===== src/rtl/demux_pkg.sv =====
// Shared widths and lane/select types for the 1-to-32 word demultiplexer.
package demux_pkg;

    localparam int unsigned DEMUX_DATA_W = 32;
    localparam int unsigned DEMUX_N_OUT  = 32;
    localparam int unsigned DEMUX_SEL_W  = 5;

    typedef logic [DEMUX_DATA_W-1:0] lane_t;
    typedef logic [DEMUX_SEL_W-1:0]  sel_t;

endpackage


===== src/rtl/demux_1to32_w32_decoder.sv =====
// Combinational select decoder: one-hot lane vector, all-zero when the select is out of range.
module decoder_5to32
    import demux_pkg::*;
#(
    parameter int unsigned N_OUT = DEMUX_N_OUT,
    parameter int unsigned SEL_W = DEMUX_SEL_W
) (
    input  logic [SEL_W-1:0] sel_i,
    output logic [N_OUT-1:0] onehot_o
);

    logic in_range;

    // Only matters when N_OUT leaves part of the select space unused.
    assign in_range = (32'(sel_i) < N_OUT);

    always_comb begin
        onehot_o = '0;
        if (in_range) begin
            for (int unsigned k = 0; k < N_OUT; k++) begin
                if (32'(sel_i) == k) begin
                    onehot_o[k] = 1'b1;
                end
            end
        end
    end

endmodule


===== src/rtl/demux_1to32_w32.sv =====
// Registered 1-to-N word demultiplexer with one-hot lane-valid flags.
// Build option DEMUX_HOLD_EN: non-selected lanes keep their contents on an enabled edge.
module demux_1to32_w32
    import demux_pkg::*;
#(
    parameter int unsigned DATA_W = DEMUX_DATA_W,
    parameter int unsigned N_OUT  = DEMUX_N_OUT,
    parameter int unsigned SEL_W  = DEMUX_SEL_W
) (
    input  logic                    clk,
    input  logic                    rst_n,
    input  logic                    en,
    input  logic [SEL_W-1:0]        s,
    input  logic [DATA_W-1:0]       d,
    output logic [N_OUT*DATA_W-1:0] y_arr,
    output logic [N_OUT-1:0]        y_valid
);

    logic [N_OUT-1:0]        valid_d;
    logic [N_OUT-1:0]        y_valid_q;
    logic [N_OUT*DATA_W-1:0] y_arr_d;
    logic [N_OUT*DATA_W-1:0] y_arr_q;

    decoder_5to32 #(
        .N_OUT(N_OUT),
        .SEL_W(SEL_W)
    ) u_dec (
        .sel_i   (s),
        .onehot_o(valid_d)
    );

    for (genvar k = 0; k < N_OUT; k++) begin : g_lane
`ifdef DEMUX_HOLD_EN
        assign y_arr_d[k*DATA_W +: DATA_W] = valid_d[k] ? d : y_arr_q[k*DATA_W +: DATA_W];
`else
        assign y_arr_d[k*DATA_W +: DATA_W] = valid_d[k] ? d : '0;
`endif
    end

    always_ff @(posedge clk or negedge rst_n) begin
        if (!rst_n) begin
            y_arr_q   <= '0;
            y_valid_q <= '0;
        end else if (en) begin
            y_arr_q   <= y_arr_d;
            y_valid_q <= valid_d;
        end
    end

    assign y_arr   = y_arr_q;
    assign y_valid = y_valid_q;

endmodule


===== config.mk =====
export PLATFORM = sky130hd
export DESIGN_NAME = demux_1to32_w32
export DESIGN_NICKNAME = d
export VERILOG_FILES = /design/src/rtl/demux_pkg.sv /design/src/rtl/demux_1to32_w32_decoder.sv /design/src/rtl/demux_1to32_w32.sv
export SDC_FILE = /design/constraint.sdc
export NUM_CORES = 2
export LEC_CHECK = 0
export BUFFER_PORTS_ARGS = -buffer_cell sky130_fd_sc_hd__buf_4
export CAP_MARGIN = 20
export CORE_AREA = 2 2 427 429
export DETAILED_ROUTE_END_ITERATION = 8
export DIE_AREA = 0 0 429 431
export RECOVER_POWER = 50
export SLEW_MARGIN = 25
export SYNTH_ARGS = -nofsm -noshare
export SYNTH_HDL_FRONTEND = slang
export SYNTH_SLANG_ARGS = --single-unit

===== constraint.sdc =====
create_clock -name clk -period 1.3 [get_ports clk]
set_input_delay 0.065 -clock clk [delete_from_list [all_inputs] [get_ports clk]]
set_output_delay 0.065 -clock clk [all_outputs]
set_load 0.1 [all_outputs]

==> metrics.yaml <==
global_route:
  grt_use_met1: 0.247
  gr-usage-met2: 0.349
  grt_pass1_wl_um: 289000
  grt_max_degree: 125
  grt_pass1_vias: 38200
  antenna_found_initial: 14
  use_met3: 0.0556
  grt_overflow: 0
  grtUsageTotal: 0.215
  grt_busiest_layer: "met2"
placed_design:
  hpwlAfterDp_um: 137000
  gp_congestion: 0.841
  dp_slack_ns: -0.272
  port_buffers: 1095
detailed_routing:
  wirelength_um: 211000
  drt_iter0_drc: 2953
  ant_nets: 0
  vias_per_cell: 4.80
  drt_first_pass_iters: 8
  post_drt_wl_per_cell_um: 27.2
  vias: 37300
  drc_errors: 0
floorplanning:
  fp.dieW_um: 429
  io_pins: 1096
  start_util: 0.221
  rows: 156
  fp.coreArea_um2: 180000
  die_y_um: 431
  die_area_um2: 185000
sta:
  clock.fmax_ghz: 0.652
  finalHoldViolCount: 0
  grt_setup_unrepaired: "true"
  slew_headroom: 0.265
  tightest_slew_ns: 1.10
  setup_slack_ns: -0.234
  skew_ns: 0
  setup_violations: 1085
  whs_ns: 0.0687
  fin_crit_sh: 1.18
  finalCriticalPeriod_ns: 1.53
  drv_slew: 0
finish:
  syn_to_final_growth_pct: 87.0
  utilization: 0.413
  drive_above_1_share: 0.401
  fillers: 15700
  nets: 5340
power_and_ir_drop:
  ir_drop_v: 0.00109
  total_power_mw: 77.4
  p_sw_mw: 22.5
  power.density_nw_per_um2: 1040
  p_seq_frac: 0.437
  pwr-share-clk: 0.425
  p_sw_frac: 0.291
  combPwrFrac: 0.137
  intPower_mw: 54.9
  power.leakage_nw: 31.7
synthesis:
  synth_area_leaders: "dfrtp_1 66%, o22ai_1 15%, inv_1 10%"
  syn_area_per_cell_um2: 11.0
  syn_area_um2: 39800
  ys_ff_latch: 1056
  netlist.area_leader.share: 0.664
  seq_area_frac_synth: 0.664
  synth_edf_count: 0
  synthTopCellsByCount: "1056 x dfrtp_1, 1056 x inv_1, 976 x o22ai_1, 213 x clkbuf_1, 80 x o22ai_2"
  yosysWarnings: 0
  ys.flop_type: "dfrtp_1"
  post_synth_num_cell_types: 18
  syn_inst: 3608
  synth.largest_area_cell: "dfrtp_1"
  synth-async-reset-ratio: 1.00
  synth_nets: 3648
run:
  drv_cap: 0
setup_path:
  cp-start-kind: "flop"
  crit_type: "flop to primary output"
  endpoint_kind: "primary output"
  crit_fanout: 2
  crit_path_cell_trace: "buf_12"
  cp_top_family: "flip-flops"
  max_stage_delay_ns: 0.47
  slowest_stage: "dfrtp_1"
  crit_arrival_ns: 1.47
  worst_ep_required_time_ns: 1.24
  path_buf_inv: 1
status:
  status: "finished with violations"
  failed_checks: "setup timing"
clock_network:
  path_clk_slew_ns: 0.07
  clockBufferDepth: 3
  root_buffer: "clkbuf_16"
  htreeDepth: 3
  numCtsBuffers: 112
  clock-sinks: 1056
  clk_latency_ns: 0.74
  cts_tree: "done"
hold_path:
  hp-class: "input port to flop"
-- flip-flops by register name, summed over array words and instances, names as in the netlist --
signal	cells
y_valid	32
y_arr	1024
-- cell type report --
type,instances,area [µm²],area share
multi-input combinational,1196,8190,0.110
timing repair buffer,1878,29100,0.391
clock buffer,159,3250,0.0437
inverter,1056,3960,0.0533
tap,2370,2970,0.0399
antenna,7,17.5,0.000235
clock inverter,49,477,0.00641
sequential,1056,26500,0.356
-- logic make-up after synthesis --
group	after synthesis	synth area share
compound gates	1056	0.179
buf+inv	1356	0.131
flops	1056	0.664
simple gates	140	0.0256
-- power by group through the flow --
stage          Clock [mW]  Combinational, mW  Sequential (mW)
2_1_floorplan           0               1.77             37.3
3_3_place_gp            0               9.18             34.2
3_5_place_dp            0               9.23             34.2
4_1_cts              33.2               10.5             33.8
5_1_grt              34.8               11.0             33.8
6_report             32.9               10.6             33.8
-- stage by stage --
stage,cells,area [µm²],setup TNS [ns]
floorplan,3608,39800,0
global placement,7107,54100,-32.47
detailed placement,7107,54100,-46.95
CTS,7460,72000,-212.08
global route,7769,74400,-210.42
finish,7771,74400,-136.99
-- worst reg2reg max path, delay by kind of cell, from the launching register on --
family | cells | cell delay (ns)
compound gates | 1 | 0.08
buf+inv | 3 | 0.35
flops | 1 | 0.44
-- per-layer routing --
layer	up-vias	part of all wire
met3	787	0.075
met1	19000	0.36
li1	15400	-
met5	-	0
met4	0	0.089
met2	2143	0.47
-- layout by cell type, fill, tap and decap left out, types with 6 or more instances in the layout --
| master | n |
|---|---|
| or3b_2 | 32 |
| buf_4 | 619 |
| clkbuf_8 | 25 |
| clkinv_2 | 22 |
| dlygate4sd3_1 | 39 |
| dfrtp_2 | 23 |
| buf_12 | 1191 |
| inv_6 | 6 |
| clkbuf_4 | 6 |
| inv_1 | 1056 |
| clkbuf_16 | 113 |
| buf_6 | 7 |
| nand3_1 | 32 |
| clkbuf_2 | 11 |
| dfrtp_1 | 1033 |
| clkbuf_1 | 24 |
| diode_2 | 7 |
| o22ai_2 | 81 |
| clkinvlp_4 | 11 |
| nand3b_1 | 64 |
| o22ai_1 | 975 |
-- final timing paths --
| path | slack [ns] | to | cells after the start | from |
|---|---|---|---|---|
| max in group asynchronous | -0.04 | y_arr[362] | 5 | rst_n |
| max | -0.23 | y_arr[815] | 1 | y_arr[815] |
| min in group asynchronous | 0.18 | y_arr[74] | 3 | rst_n |
| min reg2reg | 0.57 | y_arr[632] | 2 | y_arr[632] |
| min | 0.07 | y_arr[51] | 5 | s[1] |
| max reg2reg | 0.28 | y_arr[216] | 4 | y_arr[216] |
-- what timing repair did --
item                                    in CTS  in global routing
buffers inserted                           105                305
endpoints found under the setup margin    1056               1058
hold endpoints to repair                  1703                  0
pin swaps                                    0                  0
resized for setup                         3122                 70
hold buffers                                40                  0
No activity file was read; power rests on OpenSTA's default activity.
